`src/rtl/tag_rx_sched.sv`:
```
// tag_rx_sched: burst scheduler for the tag RX locate chain.
// Sequences run_rx through listen windows, locate bursts and rest periods,
// watching rx_state for acquisition, locate completion, misses and hangs.
//
// Build option: define TAG_RX_SCHED_STATS_EN to build the hit/miss/abort
// statistics counters; without it they read 0 and stats_clr is ignored.
//
// state  | meaning
// -------+--------------------------------------------------------------
// IDLE   | scheduler disabled, controller held in clear
// ARM    | run_rx low for GAP_CYCLES so controller pipelines flush
// LISTEN | run_rx high, waiting for acquisition (rx_state != 0)
// TRACK  | acquired, waiting for locate completion (rx_state == 0)
// REST   | run_rx low for REST_CYCLES after a full burst or miss run

module tag_rx_sched #(
  parameter int unsigned TMR_WIDTH      = 24,
  parameter int unsigned GAP_CYCLES     = 16,
  parameter int unsigned LISTEN_TIMEOUT = 1048576,
  parameter int unsigned TRACK_TIMEOUT  = 1048576,
  parameter int unsigned NLOC_PER_BURST = 4,
  parameter int unsigned MAX_MISS       = 8,
  parameter int unsigned REST_CYCLES    = 65536,
  parameter int unsigned CNT_WIDTH      = 16
) (
  input  logic                 clk,
  input  logic                 reset_n,
  input  logic                 sched_en,
  input  logic [1:0]           rx_state,
  input  logic                 stats_clr,
  output logic                 run_rx,
  output logic [2:0]           sched_state,
  output logic                 loc_done_stb,
  output logic                 miss_stb,
  output logic                 abort_stb,
  output logic [CNT_WIDTH-1:0] hit_cnt,
  output logic [CNT_WIDTH-1:0] miss_cnt,
  output logic [CNT_WIDTH-1:0] abort_cnt
);

  localparam int unsigned MISS_W  = $clog2(MAX_MISS + 1);
  localparam int unsigned BURST_W = $clog2(NLOC_PER_BURST + 1);

  localparam logic [TMR_WIDTH-1:0] GAP_LAST    = TMR_WIDTH'(GAP_CYCLES - 1);
  localparam logic [TMR_WIDTH-1:0] LISTEN_LAST = TMR_WIDTH'(LISTEN_TIMEOUT - 1);
  localparam logic [TMR_WIDTH-1:0] TRACK_LAST  = TMR_WIDTH'(TRACK_TIMEOUT - 1);
  localparam logic [TMR_WIDTH-1:0] REST_LAST   = TMR_WIDTH'(REST_CYCLES - 1);
  localparam logic [MISS_W-1:0]    MISS_LIMIT  = MISS_W'(MAX_MISS);
  localparam logic [BURST_W-1:0]   BURST_LIMIT = BURST_W'(NLOC_PER_BURST);

  typedef enum logic [2:0] {
    S_IDLE   = 3'd0,
    S_ARM    = 3'd1,
    S_LISTEN = 3'd2,
    S_TRACK  = 3'd3,
    S_REST   = 3'd4
  } state_t;

  state_t               r_state, w_state_nxt;
  logic [TMR_WIDTH-1:0] r_tmr, w_tmr_nxt;
  logic [MISS_W-1:0]    r_miss_run, w_miss_run_nxt;
  logic [BURST_W-1:0]   r_burst_cnt, w_burst_cnt_nxt;
  logic                 r_run_rx;
  logic                 r_loc_done_stb, r_miss_stb, r_abort_stb;
  logic                 w_loc_stb_nxt, w_miss_stb_nxt, w_abort_stb_nxt;
  logic [MISS_W-1:0]    w_miss_run_inc;
  logic [BURST_W-1:0]   w_burst_cnt_inc;

  assign w_miss_run_inc  = r_miss_run + 1'b1;
  assign w_burst_cnt_inc = r_burst_cnt + 1'b1;

  // Next-state, timer, run counters and strobe decisions.
  always_comb begin
    w_state_nxt     = r_state;
    w_tmr_nxt       = r_tmr + 1'b1;
    w_miss_run_nxt  = r_miss_run;
    w_burst_cnt_nxt = r_burst_cnt;
    w_loc_stb_nxt   = 1'b0;
    w_miss_stb_nxt  = 1'b0;
    w_abort_stb_nxt = 1'b0;

    if (!sched_en) begin
      w_state_nxt     = S_IDLE;
      w_tmr_nxt       = '0;
      w_miss_run_nxt  = '0;
      w_burst_cnt_nxt = '0;
    end else begin
      case (r_state)
        S_IDLE: begin
          w_state_nxt = S_ARM;
          w_tmr_nxt   = '0;
        end
        S_ARM: begin
          if (r_tmr == GAP_LAST) begin
            w_state_nxt = S_LISTEN;
            w_tmr_nxt   = '0;
          end
        end
        S_LISTEN: begin
          // Acquisition takes precedence over a coincident timeout.
          if (rx_state != 2'b00) begin
            w_state_nxt    = S_TRACK;
            w_tmr_nxt      = '0;
            w_miss_run_nxt = '0;
          end else if (r_tmr == LISTEN_LAST) begin
            w_miss_stb_nxt = 1'b1;
            w_tmr_nxt      = '0;
            if (w_miss_run_inc == MISS_LIMIT) begin
              w_miss_run_nxt  = '0;
              w_burst_cnt_nxt = '0;
              w_state_nxt     = S_REST;
            end else begin
              w_miss_run_nxt = w_miss_run_inc;
              w_state_nxt    = S_ARM;
            end
          end
        end
        S_TRACK: begin
          // Completion takes precedence over a coincident timeout.
          if (rx_state == 2'b00) begin
            w_loc_stb_nxt = 1'b1;
            w_tmr_nxt     = '0;
            if (w_burst_cnt_inc == BURST_LIMIT) begin
              w_burst_cnt_nxt = '0;
              w_state_nxt     = S_REST;
            end else begin
              w_burst_cnt_nxt = w_burst_cnt_inc;
              w_state_nxt     = S_LISTEN;
            end
          end else if (r_tmr == TRACK_LAST) begin
            w_abort_stb_nxt = 1'b1;
            w_burst_cnt_nxt = '0;
            w_tmr_nxt       = '0;
            w_state_nxt     = S_ARM;
          end
        end
        S_REST: begin
          if (r_tmr == REST_LAST) begin
            w_state_nxt = S_ARM;
            w_tmr_nxt   = '0;
          end
        end
        default: begin
          w_state_nxt = S_IDLE;
          w_tmr_nxt   = '0;
        end
      endcase
    end
  end

  // State, timer, run counters and registered outputs.
  always_ff @(posedge clk or negedge reset_n) begin
    if (!reset_n) begin
      r_state        <= S_IDLE;
      r_tmr          <= '0;
      r_miss_run     <= '0;
      r_burst_cnt    <= '0;
      r_run_rx       <= 1'b0;
      r_loc_done_stb <= 1'b0;
      r_miss_stb     <= 1'b0;
      r_abort_stb    <= 1'b0;
    end else begin
      r_state        <= w_state_nxt;
      r_tmr          <= w_tmr_nxt;
      r_miss_run     <= w_miss_run_nxt;
      r_burst_cnt    <= w_burst_cnt_nxt;
      r_run_rx       <= (w_state_nxt == S_LISTEN) || (w_state_nxt == S_TRACK);
      r_loc_done_stb <= w_loc_stb_nxt;
      r_miss_stb     <= w_miss_stb_nxt;
      r_abort_stb    <= w_abort_stb_nxt;
    end
  end

  assign run_rx       = r_run_rx;
  assign sched_state  = r_state;
  assign loc_done_stb = r_loc_done_stb;
  assign miss_stb     = r_miss_stb;
  assign abort_stb    = r_abort_stb;

`ifdef TAG_RX_SCHED_STATS_EN
  localparam logic [CNT_WIDTH-1:0] CNT_MAX = '1;

  logic [CNT_WIDTH-1:0] r_hit_cnt, r_miss_cnt, r_abort_cnt;

  // Saturating statistics, updated on the same edge as their strobes; clear wins.
  always_ff @(posedge clk or negedge reset_n) begin
    if (!reset_n) begin
      r_hit_cnt   <= '0;
      r_miss_cnt  <= '0;
      r_abort_cnt <= '0;
    end else if (stats_clr) begin
      r_hit_cnt   <= '0;
      r_miss_cnt  <= '0;
      r_abort_cnt <= '0;
    end else begin
      if (w_loc_stb_nxt && (r_hit_cnt != CNT_MAX)) begin
        r_hit_cnt <= r_hit_cnt + 1'b1;
      end
      if (w_miss_stb_nxt && (r_miss_cnt != CNT_MAX)) begin
        r_miss_cnt <= r_miss_cnt + 1'b1;
      end
      if (w_abort_stb_nxt && (r_abort_cnt != CNT_MAX)) begin
        r_abort_cnt <= r_abort_cnt + 1'b1;
      end
    end
  end

  assign hit_cnt   = r_hit_cnt;
  assign miss_cnt  = r_miss_cnt;
  assign abort_cnt = r_abort_cnt;
`else
  logic w_unused_stats_clr;
  assign w_unused_stats_clr = stats_clr;

  assign hit_cnt   = '0;
  assign miss_cnt  = '0;
  assign abort_cnt = '0;
`endif

endmodule

```
`config.mk`:
```
export PLATFORM = sky130hd
export DESIGN_NAME = tag_rx_sched
export DESIGN_NICKNAME = d
export VERILOG_FILES = /design/src/rtl/tag_rx_sched.sv
export SDC_FILE = /design/constraint.sdc
export NUM_CORES = 1
export LEC_CHECK = 0
export ABC_AREA = 1
export BUFFER_PORTS_ARGS = -buffer_cell sky130_fd_sc_hd__buf_4
export CORE_MARGIN = 3
export CORE_UTILIZATION = 55
export CTS_CLUSTER_SIZE = 25
export DETAILED_ROUTE_END_ITERATION = 12
export PLACE_DENSITY_LB_ADDON = 0.1
export SLEW_MARGIN = 20
export SYNTH_ARGS = -nofsm -noshare
export SYNTH_HDL_FRONTEND = slang
export SYNTH_SLANG_ARGS = --single-unit
```
`constraint.sdc`:
```
create_clock -name clk -period 2.2 [get_ports clk]
set_clock_uncertainty 0.2 [all_clocks]
set_input_delay 0.44 -clock clk [delete_from_list [all_inputs] [get_ports clk]]
set_output_delay 0.44 -clock clk [all_outputs]
set_load 0.02 [all_outputs]
```
* After elaboration in Yosys (flattened, before gate mapping) *
Index checks and enable logic that the tools add are counted.

word-level totals
  register bits = 38
  input port bits = 6
  output and inout bits = 55
  word-level logic and storage cells = 75

operators by class
  add/subtract/negate cells = 3
  eq/ne operators = 18
  mux-type cells = 40
  reductions and logical operators = 6

operators by type and width
  operator               count
  $mux 24                6
  $pmux 24 s4            1
  $mux 3                 16
  $add 24x1->24 const B  1
  $eq 24x16->1 const B   1
  $eq 24x20->1 const B   1
  $eq 24x4->1 const B    1
  $mux 4                 5
  $pmux 3 s5             1
  $eq 3x2->1 const B     4
  $mux 1                 10
  $ne 3x3->1 const B     3
  $eq 3x3->1 const B     2
  $ne 3x1->1 const B     2
  $pmux 3 s2             1
  $reduce_and 5->1       1
  $add 4x1->4 const B    1
  $eq 4x4->1 const B     1
  $ne 4x4->1 const B     1
  $add 3x1->3 const B    1
  $eq 3x1->1 const B     1
  $logic_not 3->1        1
  $logic_not 2->1        1
  $ne 2x1->1 const B     1
  3 further kinds        3

* Depth between registers and ports, before layout *
Gate-level depths: netlist of run 1.

  depth after elaboration = 9
  gate-level depth with buffers = 11
  gate-level depth less buffers = 11

* Worst setup path before layout of run 1 *
Ideal clock, no wire load.

  path kind = register to register
  from = register r_tmr[0]
  to = register r_tmr[9]
  setup time = 0.124 ns
  data arrival time = 1.550 ns
  required time = 1.876 ns
  path slack = 0.326 ns
  cell stages (with the launch flop) = 12
  buffers on the path = 1
  clock period less this slack = 1.874 ns
  cells stage by stage = dfrtp_1 -> ha_1 -> nand2_1 -> nor2_4 -> nand2_4 -> nor2_4 -> nand2_2 -> nand3_2 -> nand3_4 -> nand2_4 -> buf_12 -> nor2_4

on the way
  cells in the longest elaborated chain, start to end = 5
  elaborated cells between the ends (all ways) = 11
  classes of those cells = add/sub (1); eq/ne (3); mux (7)

ends and longest elaborated chain
  item                                           line          text
  start: declaration                             60            logic [TMR_WIDTH-1:0] r_tmr, w_tmr_nxt;
  start signal: assignment                       164           r_tmr <= w_tmr_nxt;
  $add 24x1->24 or $eq 24x20->1 (tied branches)  75, 105, 130
  $mux 24                                        105, 130
  $mux 24, on equally long branches              120, 101
  $pmux 24 s4 *                                  88            case (r_state)
  $mux 24 *                                      82            if (!sched_en) begin
  via w_tmr_nxt[9]                               60

Mark *: on every way through the listed nets, which the timed path passes. The rest lies on a longest branch.
A chain may end at the register's enable or synchronous reset.

* Final worst setup path of run 1 *
  from = register r_state[1] (netlist: sched_state[1])
  to = register r_tmr[0]

on the way
  cells in the longest elaborated chain, start to end = 3
  elaborated cells between the ends (all ways) = 6
  classes of those cells = eq/ne (4); mux (2)

ends and longest elaborated chain
  item                                line  text
  start: declaration                  59    state_t r_state, w_state_nxt;
  start signal: assignment            163   r_state <= w_state_nxt;
  $eq 3x3->1 (tied with other cells)  88
  $pmux 24 s4 *                       88
  $mux 24 *                           82
  via w_tmr_nxt[0]                    60

Marked as above.

==> flow_metrics.py, run 1 <==
metrics = {
    "sta": {
        "worst_slew_pin_slew_ns": 0.568,
        "fmax_mhz": 484,
        "hold_violations": 0,
        "period_minus_slack_ns": 2.07,
        "finalSetupViolations": 0,
        "whs_ns": 0.174,
        "relSlewSlack": 0.621,
        "finalCritPeriodShare": 0.940,
        "setup-tns-final_ns": 0,
        "rsz0062_at_grt": "false",
        "slew_viol_final": 0,
    },
    "synth": {
        "syn-cell-area_um2": 2770,
        "yosys_register_bits": 38,
        "yosysTopAreaCell": "dfrtp_1",
        "synth_top_area_frac": 0.344,
        "yosysSeqAreaShare": 0.344,
        "synth_cell_types": 29,
        "ys_warn_count": 0,
        "ys_top_cells_by_area": "dfrtp_1 (34%), buf_4 (13%), nand2_1 (8.8%), nor2_4 (6.5%), nor2_1 (5.0%)",
        "syn_inst": 347,
        "postSynthAreaPerCell_um2": 7.97,
    },
    "clocking": {
        "cts_setup_buffers": 0,
        "cts_tree": "yes",
        "clock_path_buffers": 2,
        "clockRootBuffer": "clkbuf_8",
        "clkSinkCount": 38,
        "clk_latency_ns": 0.29,
        "cts_buffers": 5,
        "cts-htree-levels": 2,
        "cts.clk_slew.worst_paths_ns": 0.08,
    },
    "setup_path": {
        "cp_slowest_cell": "a21oi_1",
        "startpoint_type": "flop",
        "crit_fanout": 9,
        "endpoint_kind": "flop",
        "worst-endpoint-arrival_ns": 2.10,
        "crit_required_ns": 2.23,
        "cp_cell_sequence": "nor2_2, o21ai_0, a21oi_1, nand2_8, buf_12, nor2_1",
        "worstSetupPathType": "flop to flop",
        "cp_num_buf_inv": 1,
        "critPathMaxStageDelay_ns": 0.51,
        "critical_path.top_delay_family": "compound AO/OA/AOI/OAI gates",
    },
    "placed_design": {
        "numPortBuffers": 11,
        "dpl.hpwl_um": 3800,
        "gp_congestion": 0.863,
    },
    "cells_and_area": {
        "mostFrequentLayoutCell": "nand2_1",
        "final_cell_mix": "nand2_1 (65), conb_1 (48), dfrtp_1 (38), nor2_1 (36), inv_1 (28)",
        "areaGrowthSynthToFinish_pct": 5.92,
        "nets": 380,
        "drive_above_1_share": 0.192,
        "diodes": 0,
        "fill_cells": 474,
    },
    "global_route": {
        "grt_pass1_wl_um": 8420,
        "antenna_found_initial": 0,
        "grt_overflow_total": 0,
        "track_usage": 0.177,
        "grt_start_max_net_pins": 39,
        "first_global_vias": 1825,
    },
    "floorplan": {
        "rows": 25,
        "fp.dieW_um": 76.9,
        "start_util": 0.578,
        "dieArea_um2": 5920,
        "dieHeight_um": 76.9,
        "io-pin-count": 61,
        "core_um2": 4790,
    },
    "hold_path": {
        "min_path_type": "input pin to flop",
    },
    "run": {
        "drv_cap": 0,
    },
    "power": {
        "peakVddDrop_v": 0.000324,
        "p_leak_uw": 0.00134,
        "power_density_nw_per_um2": 500,
    },
    "route": {
        "dr.pass1.iters": 4,
        "drtIter0Drc": 118,
        "wl_per_cell_um": 11.3,
        "num_vias": 2052,
        "postRouteWirelength_um": 4950,
        "drc_errors": 0,
        "vias_per_cell": 4.70,
        "drtAntennaViolNets": 0,
    },
    "outcome": {
        "outcome": "finished clean",
    },
}
## per-stage QoR
step	total power [µW]	instance area [µm²]	worst slack, ns	utilization	cells
6_report	1470	2930	0.133	0.612	437
5_1_grt	1530	2930	0.0124	0.612	437
4_1_cts	1490	2910	0.105	0.609	437
3_5_place_dp	870	2790	0.132	0.583	429
3_3_place_gp	869	2790	0.156	0.583	429
2_1_floorplan	899	2940	0.326	-	394
## path summary, 6_finish.rpt
path	cells past startpoint	endpoint	from	slack, ns
setup / recovery	6	r_tmr[0]$_DFF_PN0_	sched_state[1]$_DFF_PN0_	0.13
hold / removal	3	sched_state[0]$_DFF_PN0_	sched_en	0.17
setup reg to reg	6	r_tmr[0]$_DFF_PN0_	sched_state[1]$_DFF_PN0_	0.13
hold reg to reg	2	r_burst_cnt[2]$_DFFE_PN0P_	r_burst_cnt[2]$_DFFE_PN0P_	0.30
max in group asynchronous	2	r_tmr[3]$_DFF_PN0_	reset_n	0.99
min in group asynchronous	2	r_burst_cnt[0]$_DFFE_PN0P_	reset_n	0.47
## layer usage
metal / part of all wire / wire (µm) / GRT usage
met1: 0.48 / 2370 / 0.246
met2: 0.45 / 2220 / 0.272
met3: 0.059 / 293 / 0.0399
met4: 0.014 / 69 / 0.0598
met5: 0 / 0 / 0
## what timing repair did
item | 4_1_cts | 5_1_grt
hold buffers | 1 | 0
endpoints found under the hold margin | 38 | 0
resized for setup | 0 | 3
setup endpoints to repair | 0 | 17
## state kept, by name, summed over array words and instances, names as in the netlist
signal        cells
r_tmr            24
r_miss_run        4
r_burst_cnt       3
sched_state       3
abort_stb         1
loc_done_stb      1
miss_stb          1
run_rx            1
## kinds of logic after synthesis
group                      Yosys count  share of synthesized area
and+or+nand+nor                    191                      0.366
buffers and inverters               81                      0.185
DFF                                 38                      0.344
xor gates and xnor gates            20                     0.0633
AOI/OAI and AO/OA                   12                     0.0226
adders and majority gates            4                     0.0181
other                                1                    0.00136
## worst min-delay path, cell delays in order
cell     delay, ns
buf_4         0.11
nand2_1       0.05
inv_1         0.04
## cell type report
cell class	instances	area (µm²)	share of cell area
sequential	38	951	0.325
timing repair buffer	19	170	0.0581
clock inverter	1	30.0	0.0102
inverter	31	116	0.0397
clock buffer	6	82.6	0.0282
multi-input combinational	275	1500	0.511
tap	67	83.8	0.0286
## synth_stat cells
library cell  instances
nand3_1              25
buf_12                1
nand2_4               2
nand4_1               9
nor2_2               15
inv_2                 3
a31oi_1               2
xnor2_1               7
inv_1                28
dfrtp_1              38
nand3_2               3
nand2_1              65
nand3_4               1
buf_4                48
nor3b_1               1
or3_1                 1
nor2_1               37
o21ai_0               3
conb_1                1
buf_8                 1
ha_1                  4
nor2_4               16
a21oi_1               6
nand3b_1              1
nor4_1                1
nand2_2               5
nor3_1                9
o21ai_1               1
xor2_1               13
## power breakdown
group          total [µW]  internal (µW)  switching [µW]
combinational         154           27.0             127
clock                 605            363             242
sequential            707            702            5.43
Note: power is estimated with default switching activity, not from simulation.
==> run 2: changes to the inputs <==
REMOVE_ABC_BUFFERS = 1   (was not set)
==> run 2 against run 1 <==
Clock power down 19%. Cell area decreased by 0.17%. Combinational power about the same. Total power shrank 7.9%. Routed wire length decreased by 0.48%. Setup slack gained 0.027 ns. Clock-buffer cell count rose by 1. Via count up 1.3%. Critical path type unchanged.
==> flow_metrics.py, run 2 (same netlist as run 1, synthesis figures left out) <==
metrics = {
    "floorplan": {
        "rows": 25,
        "start_util": 0.578,
        "io-pin-count": 61,
        "dieArea_um2": 5920,
        "fp.dieW_um": 76.9,
        "core_um2": 4790,
        "dieHeight_um": 76.9,
    },
    "route": {
        "drc_errors": 0,
        "drtAntennaViolNets": 0,
        "vias_per_cell": 4.73,
        "drtIter0Drc": 215,
        "num_vias": 2079,
        "wl_per_cell_um": 11.2,
        "dr.pass1.iters": 4,
        "postRouteWirelength_um": 4930,
    },
    "sta": {
        "setup-tns-final_ns": 0,
        "finalSetupViolations": 0,
        "fin_ws_ns": 0.159,
        "fmax_mhz": 490,
        "period_minus_slack_ns": 2.04,
        "hold_violations": 0,
        "finalCritPeriodShare": 0.928,
        "rsz0062_at_grt": "false",
        "slew_viol_final": 0,
    },
    "setup_path": {
        "r2r_slack_ns": 0.16,
        "worstSetupPathType": "flop to flop",
        "endpoint_kind": "flop",
        "crit_required_ns": 2.17,
        "worst-endpoint-arrival_ns": 2.01,
        "critPathMaxStageDelay_ns": 0.37,
        "startpoint_type": "flop",
        "crit_fanout": 9,
        "cp_slowest_cell": "dfrtp_1",
        "cp_cell_sequence": "ha_1, nand2_1, nor2_4, nand2_4, nor2_4, nand3_2, nand2_2, nand3_4, nand2_4, buf_12, nor2_1",
    },
    "clocking": {
        "cts_tree": "yes",
        "cts.clk_slew.worst_paths_ns": 0.07,
        "cts_setup_buffers": 0,
        "cts-htree-levels": 2,
        "clkSinkCount": 38,
        "clockRootBuffer": "clkbuf_8",
        "cts_buffers": 5,
        "clock_path_buffers": 2,
        "clk_latency_ns": 0.29,
    },
    "power": {
        "swShare": 0.271,
        "power_density_nw_per_um2": 462,
        "comb_power_share": 0.115,
        "p_leak_uw": 0.00136,
        "p_seq_frac": 0.524,
        "p_clk_frac": 0.361,
        "power.net_switching_uw": 365,
        "intPower_uw": 985,
        "peakVddDrop_v": 0.000292,
    },
    "cells_and_area": {
        "stdcell_area_um2": 2930,
        "fin_util": 0.611,
        "largest_reg_flops": 24,
        "areaGrowthSynthToFinish_pct": 5.74,
        "fill_cells": 454,
        "max_flop_register": "r_tmr",
        "drive_above_1_share": 0.196,
        "final_cell_mix": "nand2_1 (65), conb_1 (48), dfrtp_1 (38), nor2_1 (37), inv_1 (28)",
        "top_regs": "r_tmr x24, r_miss_run x4",
        "mostFrequentLayoutCell": "nand2_1",
        "final_cells": 440,
        "nets": 382,
        "diodes": 0,
    },
    "placed_design": {
        "dpl.hpwl_um": 3800,
        "gp_congestion": 0.853,
        "dp.cells": 431,
        "post-place-ws_ns": 0.170,
        "place_area_um2": 2820,
        "numPortBuffers": 11,
    },
    "global_route": {
        "track_usage": 0.177,
        "grt_overflow_total": 0,
        "grt_start_max_net_pins": 39,
        "grt_pass1_wl_um": 8510,
        "antenna_found_initial": 0,
        "first_global_vias": 1888,
    },
    "hold_path": {
        "min_path_type": "input pin to flop",
    },
    "outcome": {
        "outcome": "finished clean",
    },
    "run": {
        "drv_cap": 0,
    },
}
## run 2: worst max-delay path, delay by kind of cell (launching register included)
family / cells / cell delay [ns]
adder cells (fa/ha/maj): 1 / 0.19
AND/OR/NAND/NOR: 9 / 1.03
flip-flops: 1 / 0.37
buffers and inverters: 1 / 0.15
## run 2: routing by layer
metal,up-vias,GRT usage,part of all wire
met5,-,0,0
li1,1055,-,-
met4,0,0.0507,0.0063
met2,66,0.258,0.42
met1,956,0.255,0.50
met3,2,0.0505,0.072
## run 2: per-stage QoR
step | hold WS (ns) | total power, µW
after floorplan | -0.0556 | 828
after global placement | 0.237 | 873
after detailed placement | 0.238 | 874
after CTS | 0.184 | 1370
after global routing | 0.195 | 1420
final | 0.186 | 1350
## run 2: power by group through the flow
stage	Clock [µW]	Sequential [µW]	Combinational (µW)
CTS	508	707	155
global route	541	708	168
global placement	0	721	153
floorplan	0	722	106
finish	488	707	156
detailed placement	0	721	153
## run 2: final timing paths
| path | start | to | cells after the start |
|---|---|---|---|
| min in group asynchronous | reset_n | r_tmr[6]$_DFF_PN0_ | 2 |
| min reg2reg | r_burst_cnt[2]$_DFFE_PN0P_ | r_burst_cnt[2]$_DFFE_PN0P_ | 2 |
| min | sched_en | sched_state[0]$_DFF_PN0_ | 3 |
| max reg2reg | r_tmr[1]$_DFF_PN0_ | r_tmr[13]$_DFF_PN0_ | 11 |
| max in group asynchronous | reset_n | r_tmr[20]$_DFF_PN0_ | 2 |
| max | r_tmr[1]$_DFF_PN0_ | r_tmr[13]$_DFF_PN0_ | 11 |
## run 2: layout make-up
| type | count | area, µm² | share of cell area |
|---|---|---|---|
| clock inverter | 1 | 5.00 | 0.00171 |
| sequential | 38 | 951 | 0.325 |
| timing repair buffer | 21 | 198 | 0.0676 |
| inverter | 31 | 116 | 0.0398 |
| multi-input combinational | 275 | 1490 | 0.508 |
| clock buffer | 7 | 86.3 | 0.0295 |
| tap | 67 | 83.8 | 0.0287 |
## run 2: repair_timing
action | 4_1_cts | 5_1_grt
endpoints found under the hold margin | 38 | 0
hold buffers | 1 | 0
resized for setup | 0 | 1
endpoints found under the setup margin | 0 | 1
==> run 3: changes to the inputs <==
CORE_ASPECT_RATIO = 2   (was not set)
==> run 3 against run 2 <==
Hold slack better by 0.023 ns. Clock-buffer cell count fell by 2. Via count grew 2.2%. Highest routed layer unchanged. Critical path type unchanged.
==> flow_metrics.py, run 3 (same netlist as run 1, synthesis figures left out) <==
metrics = {
    "outcome": {
        "outcome": "finished clean",
    },
    "sta": {
        "fin_ws_ns": 0.139,
        "finalCritPeriodShare": 0.937,
        "period_minus_slack_ns": 2.06,
        "rsz0062_at_grt": "false",
        "relSlewSlack": 0.647,
        "setup-tns-final_ns": 0,
        "slew_viol_final": 0,
        "fmax_mhz": 485,
        "worst_slew_pin_slew_ns": 0.525,
        "finalSetupViolations": 0,
        "hold_violations": 0,
        "whs_ns": 0.209,
    },
    "power": {
        "peakVddDrop_v": 0.000457,
        "p_leak_uw": 0.00138,
        "total_power_uw": 1460,
        "power_density_nw_per_um2": 497,
    },
    "setup_path": {
        "endpoint_kind": "flop",
        "startpoint_type": "flop",
        "worstSetupPathType": "flop to flop",
        "cp_slowest_cell": "dfrtp_1",
        "worst-endpoint-arrival_ns": 2.04,
        "r2r_slack_ns": 0.14,
        "crit_required_ns": 2.18,
        "ff2ff_path_depth": 9,
        "crit_fanout": 10,
        "cp_cell_sequence": "nor2_1, nand2_1, nor2_1, nand3_1, nand2_1, nand3_4, nand2_4, buf_12, nor2_4",
        "critPathMaxStageDelay_ns": 0.46,
    },
    "route": {
        "drc_errors": 0,
        "wl_per_cell_um": 13.0,
        "vias_per_cell": 4.92,
        "drtAntennaViolNets": 0,
        "num_vias": 2125,
        "dr.pass1.iters": 5,
        "drtIter0Drc": 74,
        "postRouteWirelength_um": 5640,
    },
    "clocking": {
        "clockRootBuffer": "clkbuf_8",
        "cts_buffers": 5,
        "cts-htree-levels": 2,
        "clkSinkCount": 38,
        "cts_setup_buffers": 0,
        "cts_tree": "yes",
        "clk_latency_ns": 0.30,
        "cts.clk_slew.worst_paths_ns": 0.09,
        "clock_path_buffers": 2,
    },
    "placed_design": {
        "numPortBuffers": 11,
        "dpl.hpwl_um": 4480,
        "post-place-ws_ns": 0.170,
        "gp_congestion": 0.829,
    },
    "global_route": {
        "track_usage": 0.205,
        "first_global_vias": 2099,
        "grt_pass1_wl_um": 9570,
        "grt_start_max_net_pins": 39,
        "antenna_found_initial": 0,
        "grt_overflow_total": 0,
    },
    "floorplan": {
        "rows": 35,
        "dieArea_um2": 5970,
        "start_util": 0.585,
        "fp.dieW_um": 56.2,
        "core_um2": 4730,
        "io-pin-count": 61,
        "dieHeight_um": 106,
    },
    "hold_path": {
        "min_path_type": "input pin to flop",
        "worstHoldPathCells": 3,
    },
    "run": {
        "drv_cap": 0,
    },
    "cells_and_area": {
        "diodes": 0,
        "largest_reg_flops": 24,
        "top_regs": "r_tmr x24, r_miss_run x4",
        "fin_util": 0.622,
        "nets": 386,
        "max_flop_register": "r_tmr",
        "areaGrowthSynthToFinish_pct": 6.29,
        "final_cell_mix": "nand2_1 (65), conb_1 (48), dfrtp_1 (38), nor2_1 (37), inv_1 (28)",
        "fill_cells": 447,
        "drive_above_1_share": 0.204,
        "mostFrequentLayoutCell": "nand2_1",
    },
}
==> run 3: layout make-up <==
type / count / area [µm²] / share of cell area
multi-input combinational: 275 / 1480 / 0.503
sequential: 38 / 951 / 0.323
timing repair buffer: 25 / 215 / 0.0732
inverter: 31 / 116 / 0.0396
clock buffer: 5 / 68.8 / 0.0234
tap: 55 / 68.8 / 0.0234
clock inverter: 3 / 40.0 / 0.0136
==> run 3: layer usage <==
metal,part of all wire,global-route usage,up-vias
li1,-,-,1056
met1,0.33,0.199,997
met2,0.60,0.401,55
met3,0.036,0.0279,17
met4,0.035,0.107,0
met5,0,0,-
==> run 3: what timing repair did <==
action                    in CTS  in global routing
hold endpoints to repair      38                  0
resized for setup              0                  0
hold buffers                   1                  0
==> run 3: metrics by stage <==
| step | area, µm² | instances |
|---|---|---|
| CTS | 2940 | 432 |
| global route | 2940 | 432 |
| finish | 2940 | 432 |
| detailed placement | 2820 | 423 |
| floorplan | 2550 | 344 |
| global placement | 2820 | 423 |
==> run 3: worst max-delay path: cells and delay by family (launching register included) <==
kind	cells	cell delay [ns]
flops	1	0.46
buf+inv	1	0.19
simple gates	8	1.08
==> run 3: path summary, 6_finish.rpt <==
| check | start | end |
|---|---|---|
| max in group asynchronous | reset_n | r_tmr[13]$_DFF_PN0_ |
| worst min register to register | r_burst_cnt[2]$_DFFE_PN0P_ | r_burst_cnt[2]$_DFFE_PN0P_ |
| worst max register to register | r_tmr[16]$_DFF_PN0_ | r_tmr[9]$_DFF_PN0_ |
| worst min-delay path | sched_en | sched_state[0]$_DFF_PN0_ |
| min in group asynchronous | reset_n | loc_done_stb$_DFF_PN0_ |
| worst max-delay path | r_tmr[16]$_DFF_PN0_ | r_tmr[9]$_DFF_PN0_ |
==> run 3: power breakdown <==
group	total [µW]	leakage (µW)	switching, µW	internal (µW)
clock	598	0.0000579	264	334
combinational	155	0.000798	127	27.8
sequential	707	0.000528	5.53	702
total	1460	0.00138	396	1060
